### src/rtl/pwm_fade_gen.sv
// PWM LED driver with a shadowed duty register and a per-period fade engine.
// Ports: clk, rst (async, active-high), en, duty_in[7:0] -> pwm_out, duty_cur[7:0], period_start, ramping.
module pwm_fade_gen #(
  parameter int CLK_DIV   = 100,
  parameter int FADE_STEP = 5
) (
  input  logic       clk,
  input  logic       rst,
  input  logic       en,
  input  logic [7:0] duty_in,
  output logic       pwm_out,
  output logic [7:0] duty_cur,
  output logic       period_start,
  output logic       ramping
);

  localparam int PW = (CLK_DIV > 1) ? $clog2(CLK_DIV) : 1;
  localparam logic [PW-1:0] PMAX = PW'(CLK_DIV - 1);
  localparam logic [8:0] STEP = 9'(FADE_STEP);

  logic [PW-1:0] presc;
  logic [7:0]    cnt;
  logic          tick;
  logic          wrap;
  logic [8:0]    up;
  logic [8:0]    dn;
  logic [7:0]    duty_nxt;

  assign tick = (presc == PMAX);
  assign wrap = tick && (cnt == 8'd254);

  // 9-bit distances so the step clamp never wraps
  assign up = {1'b0, duty_in} - {1'b0, duty_cur};
  assign dn = {1'b0, duty_cur} - {1'b0, duty_in};

  assign ramping = (duty_cur != duty_in);

  always_comb begin
    duty_nxt = duty_cur;
    if (FADE_STEP == 0) begin
      duty_nxt = duty_in;
    end else if (duty_in > duty_cur) begin
      if (up > STEP)
        duty_nxt = duty_cur + STEP[7:0];
      else
        duty_nxt = duty_in;
    end else if (duty_in < duty_cur) begin
      if (dn > STEP)
        duty_nxt = duty_cur - STEP[7:0];
      else
        duty_nxt = duty_in;
    end
  end

  always_ff @(posedge clk or posedge rst) begin
    if (rst) begin
      presc        <= '0;
      cnt          <= '0;
      duty_cur     <= '0;
      pwm_out      <= 1'b0;
      period_start <= 1'b0;
    end else if (!en) begin
      presc        <= '0;
      cnt          <= '0;
      pwm_out      <= 1'b0;
      period_start <= 1'b0;
    end else begin
      presc        <= tick ? '0 : presc + 1'b1;
      period_start <= wrap;
      // cnt tops out at 254, so duty 255 stays high across the wrap
      pwm_out      <= (cnt < duty_cur);
      if (wrap) begin
        cnt      <= '0;
        duty_cur <= duty_nxt;
      end else if (tick) begin
        cnt <= cnt + 8'd1;
      end
    end
  end

endmodule

### config.mk
export PLATFORM = sky130hd
export DESIGN_NAME = pwm_fade_gen
export DESIGN_NICKNAME = d
export VERILOG_FILES = /design/src/rtl/pwm_fade_gen.sv
export SDC_FILE = /design/constraint.sdc
export NUM_CORES = 1
export LEC_CHECK = 0
export ABC_AREA = 1
export BUFFER_PORTS_ARGS = -buffer_cell sky130_fd_sc_hd__buf_2
export CAP_MARGIN = 20
export CORE_ASPECT_RATIO = 0.7
export CORE_UTILIZATION = 55
export CTS_CLUSTER_SIZE = 24
export DETAILED_ROUTE_END_ITERATION = 8
export PLACE_DENSITY = 0.77
export REMOVE_ABC_BUFFERS = 1
export SLEW_MARGIN = 40
export SYNTH_ARGS = -nofsm -noshare
export SYNTH_HDL_FRONTEND = slang
export SYNTH_SLANG_ARGS = --single-unit
### constraint.sdc
create_clock -name clk -period 2.2 [get_ports clk]
set_input_delay 0.44 -clock clk [delete_from_list [all_inputs] [get_ports clk]]
set_output_delay 0.44 -clock clk [all_outputs]
set_load 0.02 [all_outputs]
### After elaboration in Yosys (flattened, before gate mapping)

Cells that the tools add are included.

| storage, ports and cells | value |
|---|---|
| flip-flop bits (word level) | 25 |
| output and inout port bits | 11 |
| word-level logic and storage cells | 34 |

| cells by class | value |
|---|---|
| add/subtract/negate cells | 6 |
| $lt $le $gt $ge | 5 |
| equality and inequality tests | 4 |
| multiplexer cells | 11 |
| reductions and logical operators | 3 |

Operator list:

| operator | number |
|---|---|
| $mux 8 | 7 |
| $gt 9x3->1 const B | 2 |
| $sub 8x8->9 | 2 |
| $lt 8x8->1 | 2 |
| $mux 7 | 2 |
| $add 8x1->8 const B | 1 |
| $add 8x3->8 const B | 1 |
| $eq 8x8->1 const B | 1 |
| $gt 8x8->1 | 1 |
| $ne 8x8->1 | 1 |
| $sub 8x3->8 const B | 1 |
| $add 7x1->7 const B | 1 |
| $eq 7x7->1 const B | 1 |
| $ne 3x1->1 const B | 1 |
| $reduce_and 3->1 | 1 |
| $mux 1 | 2 |
| $reduce_bool 2->1 | 1 |
| $logic_and 1x1->1 | 1 |

### Longest topological paths before layout

Gate-level depths: netlist of run 1.

| logic depth | value |
|---|---|
| depth after elaboration | 5 |
| depth in mapped cells | 17 |
| mapped depth without buffers | 17 |

### Worst setup path before layout of run 1

No wires, ideal clock.

| timing | value |
|---|---|
| path kind | reg2reg |
| from | register duty_cur[0] |
| to | register duty_cur[0] |
| arrival time | 2.220 ns |
| path slack | -0.137 ns |
| cell stages (with the launch flop) | 16 |
| path buffers | 0 |
| clock period less this slack | 2.337 ns |
| cells stage by stage | dfrtp_1 > inv_1 > ha_1 > inv_1 > fa_1 > or2_0 > nand3_1 > nand2_1 > nor2_1 > nand3_2 > nor2_8 > nand2_4 > nand2_1 > nand3_1 > nand3_1 > nand2_1 |

| between the ends | value |
|---|---|
| cells in the longest elaborated chain, start to end | 5 |
| elaborated cells between the ends (all ways) | 14 |
| those cells by class | 4 x add/sub; 4 x order compare; 4 x mux; 2 x reduce/logical |

RTL lines:

| item | RTL line | RTL |
|---|---|---|
| from (decl) | 12 | `output logic [7:0] duty_cur,` |
| from (signal assigned) | 74 | `duty_cur <= duty_nxt;` |
| $sub 8x8->9 | 34 | `assign dn = {1'b0, duty_cur} - {1'b0, duty_in};` |
| $gt 9x3->1 | 48 | `if (dn > STEP)` |
| $mux 8 | 48 |  |
| $mux 8 | 47 | `end else if (duty_in < duty_cur) begin` |
| $mux 8 | 42 | `end else if (duty_in > duty_cur) begin` |

Parallel ways exist; a longest one is shown, timed or not. The select of a mux whose other input is x is not followed.
A chain may end at the register's enable or synchronous reset.

### Worst setup path in the final report of run 1

| timing | value |
|---|---|
| from | register duty_cur[0] |
| to | register duty_cur[5] |

The elaborated chain is that of the path after synthesis.

==> run metrics, run 1 <==
outcome finished with violations; Avg Inst Size Synth 6.68 sq um; Clock Pin Slew Worst Setup and Hold Paths 0.09 ns; cell area power density 361 nW/um^2; Port-buffer cells 21; DR vias 3126; Die H 61.2 microns; RSZ-0062 raised after global routing yes; post-detailed-route DRC marker count 0; critical path data required time 2.41 ns; maximum net fanout on the critical path 9; Most Frequent Cell on Critical Path nand2_1; largest cells by area after synthesis dfrtp_1, nand2_1, ha_1, nand3_1, inv_1; Final Cycle Share 1.09; CTS tree done; final hold viol count 0; Cell variety after synth 30; Syn Inst Count 412; CP peak stage delay 0.39 ns; Pre-antenna DRT Iters 6; drt initial violations 461; Startpoint Class register; hold_ws 0.208 ns; Least-Margin Pin Slew 0.646 ns; FP Rows 21; Starting Density 0.575; Post-DP HPWL 5.88 mm; core box area 4780 sq um; antenna diode count 0; number of synthesized register bits 25; final setup skew 0.00356 ns; Reg power frac 0.366; total grt overflow 0; layout cell share with drive strength beyond 1 0.348; Vias/cell 5.52; initial antenna violation count 0; number of global-route vias before repair 2561; CTS sink count 25; final setup violating endpoints 8; Yosys warnings 0; combinational group share of total power 0.426; switching power 0.529 mW; Clock Latency Late Sink 0.27 ns; Total Routing Usage GR 0.295; setup slack after placement -0.233 ns; Fillers 341; Fmax 419 MHz; setup TNS -1.17 ns; max cap viols 0; P&R area growth vs syn 35.4%; Post-Syn Area 2750 sq um; io pins 22; root buf cell clkbuf_8; ANT nets after route 0; final worst slack -0.188 ns; Worst VDD drop 0.000250 V; count of nets after finishing 540; sequential fraction of the synthesis area 0.227; CTS buffer count 3; largest net degree at the start of global routing 26; hold_buf cts 0; cell-internal power 0.817 mW; Critical-path top delay cell dfrtp_1; Routed wire per std cell 15.3 microns; Clock power frac 0.208; routability cong. 0.948; min Tclk post-route 2.39 ns; Net Sw Frac 0.393; Buf/Inv on CP 2; Hold WC Path Type input port to asynchronous set/reset pin; critical path arrival 2.60 ns; Clock Path Buffers 2; cells along the critical path buf_6, ha_4, inv_2, fa_2, nand2_2, nand2_2, nand3_2, nand2_1, nand2_1, nand2_2, nor2_8, nand3_4, nand2_1, nand3_1, nand2_1, nand2_1, nand2_1; kind of critical path register to register; wirelength, routed 8.67 mm; family with the most delay on the worst path simple AND/OR/NAND/NOR gates; Die Wd 86.5 microns; failing checks setup timing; Leakage 1.94 nW; largest area contributor in the netlist dfrtp_1; wire length of the first global-routing pass 12.0 mm; Slew headroom 0.565; htree depth 1; post-synth top area share 0.227; Total Power 1.35 mW; Max Slew Vio Count 0; Critical Path Sink Type register; die area 5290 sq um
timing repair:
item	4_1_cts	5_1_grt
buffers inserted	10	8
setup endpoints to repair	9	9
pin swaps	24	44
gates cloned	1	1
gates resized for setup	26	39
state kept, by name, indices dropped and copies added, names as in the netlist:
name,flops
period_start,1
duty_cur,8
pwm_out,1
presc,7
cnt,8
final cells by class:
class / count / area [sq um] / share of cell area
multi-input cells: 319 / 2150 / 0.577
inverters: 70 / 263 / 0.0705
well taps: 69 / 86.3 / 0.0232
repair buffers: 79 / 551 / 0.148
clock inverters: 1 / 5.00 / 0.00134
flip-flops and latches: 25 / 631 / 0.169
clock buffers: 3 / 41.3 / 0.0111
cells by family (layout without fill, tap and decap cells):
kind of cell | after synthesis | in the layout | synth area share
simple gates | 242 | 244 | 0.432
buf+inv | 70 | 153 | 0.0955
compound gates | 32 | 32 | 0.0605
fa+ha+maj | 31 | 31 | 0.146
flops | 25 | 25 | 0.227
xor+xnor | 12 | 12 | 0.0382
layout by cell type, fill, tap and decap left out, types with 2 or more instances in the layout:
cell      count
xor2_1       11
dfrtp_2       4
nor3_1        6
clkbuf_8      3
nand4_1       6
buf_4        57
nor2_2        5
fa_2          2
inv_2         8
buf_6         2
nor2_1       15
nand2_1     108
dfrtp_1      21
a21oi_1      19
nand3_4       2
nor2_8        2
nand2_2      22
buf_2        20
nor2_4        4
ha_4          6
o21ai_0      10
nand3_1      36
ha_1         22
nand2_4       2
nand3_2      28
inv_1        61
worst paths after layout:
path | start | end | slack [ns] | depth (start not counted)
worst max-delay path | duty_cur[0] | duty_cur[5] | -0.19 | 17
worst min-delay path | rst | period_start | 0.21 | 3
worst max register to register | duty_cur[0] | duty_cur[5] | -0.19 | 17
worst min register to register | presc[0] | presc[0] | 0.46 | 1
max in group asynchronous | rst | duty_cur[1] | 1.73 | 3
min in group clk | en | presc[1] | 0.38 | 3
cells in the mapped netlist (all sizes together):
| cell | instances |
|---|---|
| o21a | 1 |
| ha | 29 |
| o21ai | 10 |
| nor3b | 1 |
| nor4 | 2 |
| inv | 69 |
| clkinv | 1 |
| nand3 | 66 |
| xor2 | 12 |
| nand2 | 133 |
| and3 | 1 |
| a21oi | 19 |
| o22ai | 1 |
| nand4 | 6 |
| dfrtp | 25 |
| or2 | 3 |
| nor2 | 24 |
| a21o | 1 |
| nor3 | 6 |
| fa | 2 |
per-layer routing:
layer  vias to the layer above  wire, microns  GRT usage
met2                       193           3700      0.455
met5                         -              0          0
met3                        30            778     0.0456
li1                       1493              -          -
met1                      1410           4020      0.450
met4                         0            172     0.0333
worst reg2reg max path, stage by stage, from the launching register on:
cell	delay, ns
dfrtp_1	0.39
buf_6	0.13
ha_4	0.12
inv_2	0.04
fa_2	0.33
nand2_2	0.10
nand2_2	0.08
nand3_2	0.08
nand2_1	0.05
nand2_1	0.08
nand2_2	0.09
nor2_8	0.22
nand3_4	0.16
nand2_1	0.13
nand3_1	0.11
nand2_1	0.10
nand2_1	0.06
nand2_1	0.06
metrics by stage:
step                instance area [sq um]  instances   util
detailed placement                   3250        543  0.679
global placement                     3250        543  0.679
finish                               3720        566  0.779
floorplan                            2750        412      -
global route                         3720        566  0.779
CTS                                  3490        557  0.730
power groups by stage:
stage / logic [mW] / clock network [mW] / registers [mW]
finish: 0.573 / 0.279 / 0.493
global route: 0.622 / 0.296 / 0.495
CTS: 0.490 / 0.280 / 0.492
detailed placement: 0.464 / 0 / 0.500
global placement: 0.454 / 0 / 0.500
floorplan: 0.302 / 0 / 0.507
Power figures use the tool's default switching activity.
==> run 2: changes to the inputs <==
Settings changed: CELL_PAD_IN_SITES_DETAIL_PLACEMENT set to 0, CELL_PAD_IN_SITES_GLOBAL_PLACEMENT set to 1, CORE_UTILIZATION 55 to 39, PLACE_DENSITY 0.77 to unset, PLACE_DENSITY_LB_ADDON set to 0.1.
==> run 2 against run 1 <==
The run still ends with setup timing left. Clock power hardly changed. Largest power group unchanged. Combinational power is 4.9% lower. Critical path type unchanged. Sequential power hardly changed. Critical path depth is 2 lower. Count of clock-buffer cells in the layout stayed put.
==> run metrics, run 2 (synthesized netlist as in run 1, its figures left out) <==
Critical Path Sink Type register; min Tclk post-route 2.34 ns; Hold WC Path Type input port to asynchronous set/reset pin; final setup skew 0.00268 ns; RSZ-0062 raised after global routing yes; CP peak stage delay 0.42 ns; layout cell share with drive strength beyond 1 0.282; Leakage 1.94 nW; Critical-path top delay cell dfrtp_1; Slew headroom 0.657; Util after Layout 0.533; Starting Density 0.405; outcome finished with violations; Fillers 683; Fmax 427 MHz; kind of critical path register to register; Least-Margin Pin Slew 0.510 ns; routability cong. 0.934; max cap viols 0; Pre-antenna DRT Iters 9; ANT nets after route 0; post-detailed-route DRC marker count 0; DR vias 2897; Largest regs cnt (8), duty_cur (8), presc (7); failing checks setup timing; most frequent cells in the layout nand2_1, inv_1, nand3_1; cell area power density 363 nW/um^2; CTS sink count 25; initial antenna violation count 0; core box area 6790 sq um; final worst slack -0.141 ns; Startpoint Class register; CTS buffer count 3; critical path startpoint duty_cur[0]; r2r setup slk -0.14 ns; Clock Path Buffers 2; worst flop-to-flop path startpoint duty_cur[0]; final setup violating endpoints 8; setup TNS -0.920 ns; hold_ws 0.211 ns; Max Slew Vio Count 0; number of global-route vias before repair 2567; FP Rows 25; critical path arrival 2.51 ns; total grt overflow 0; antenna diode count 0; cells along the critical path buf_6, ha_4, inv_2, fa_2, or2_0, nand3_1, nand2_1, nor2_1, nand3_1, nor2_4, nand3_1, nand3_1, nand2_1, nand2_1, nand2_1; drt initial violations 168; root buf cell clkbuf_8; critical path data required time 2.36 ns; most common cell after layout, fill and taps aside nand2_1; count of nets after finishing 539; htree depth 1; maximum net fanout on the critical path 8; Worst VDD drop 0.000287 V; largest net degree at the start of global routing 26; wire length of the first global-routing pass 12.8 mm; Die Wd 102 microns; die area 7400 sq um; Final Cycle Share 1.06; CTS tree done; Clock Pin Slew Worst Setup and Hold Paths 0.09 ns; Total Routing Usage GR 0.230; Vias/cell 4.91; io pins 22; Routed wire per std cell 13.8 microns; Total Power 1.31 mW; P&R area growth vs syn 31.6%; Die H 72.3 microns; final hold viol count 0; Post-DP HPWL 6.73 mm; Port-buffer cells 21; Clock Latency Late Sink 0.27 ns; wirelength, routed 8.17 mm
==> run 2: changes by cell type in the layout (fill, tap and decap cells not counted), moves of 2 or more <==
cell | before | now
buf_12 | 0 | 2
buf_4 | 57 | 55
nand2_2 | 22 | 18
nand2_1 | 108 | 114
dfrtp_1 | 21 | 25
nand3_2 | 28 | 8
dfrtp_2 | 4 | 0
nand3_1 | 36 | 56
==> run 2: where the power goes <==
| part | switching (mW) | internal [mW] |
|---|---|---|
| Combinational | 0.323 | 0.222 |
| Clock | 0.152 | 0.127 |
| Sequential | 0.0170 | 0.475 |
==> run 2: final timing paths <==
kind | end | cells past startpoint
setup / recovery | duty_cur[3] | 15
hold / removal | presc[1] | 3
setup reg to reg | duty_cur[3] | 15
hold reg to reg | presc[0] | 1
max in group asynchronous | duty_cur[3] | 3
min in group clk | presc[1] | 3
==> run 2: area by class of cell <==
cell class / instances / area [sq um] / area share
clock buffers: 3 / 41.3 / 0.0114
well taps: 94 / 118 / 0.0325
repair buffers: 79 / 569 / 0.157
multi-input cells: 318 / 2000 / 0.552
flip-flops and latches: 25 / 626 / 0.173
inverters: 70 / 263 / 0.0726
clock inverters: 1 / 5.00 / 0.00138
==> run 2: timing repair <==
action / CTS / global route
cloned: 1 / 0
pin swaps: 9 / 7
setup buffers: 7 / 1
setup endpoints to repair: 9 / 9
resized for setup: 15 / 13
hold buffers: 0 / 0
==> run 2: metal layers <==
metal / routed length [microns] / GRT usage / up-vias
met2: 3140 / 0.315 / 94
met5: 0 / 0 / -
li1: - / - / 1489
met4: 16 / 0.00952 / 0
met3: 573 / 0.0318 / 4
met1: 4440 / 0.386 / 1310
==> run 2: through the flow <==
stage          cell area (sq um)  std cells  setup slack [ns]
2_1_floorplan               2750        412            -0.137
3_3_place_gp                3370        577            -0.258
3_5_place_dp                3370        577            -0.308
4_1_cts                     3540        589            -0.133
5_1_grt                     3620        590            -0.296
6_report                    3620        590            -0.141
==> run 2: worst max-delay path: cells and delay by family, from the launching register on <==
family	cells	cell delay (ns)
buf+inv	2	0.17
simple gates	11	1.19
flops	1	0.42
fa+ha+maj	2	0.45
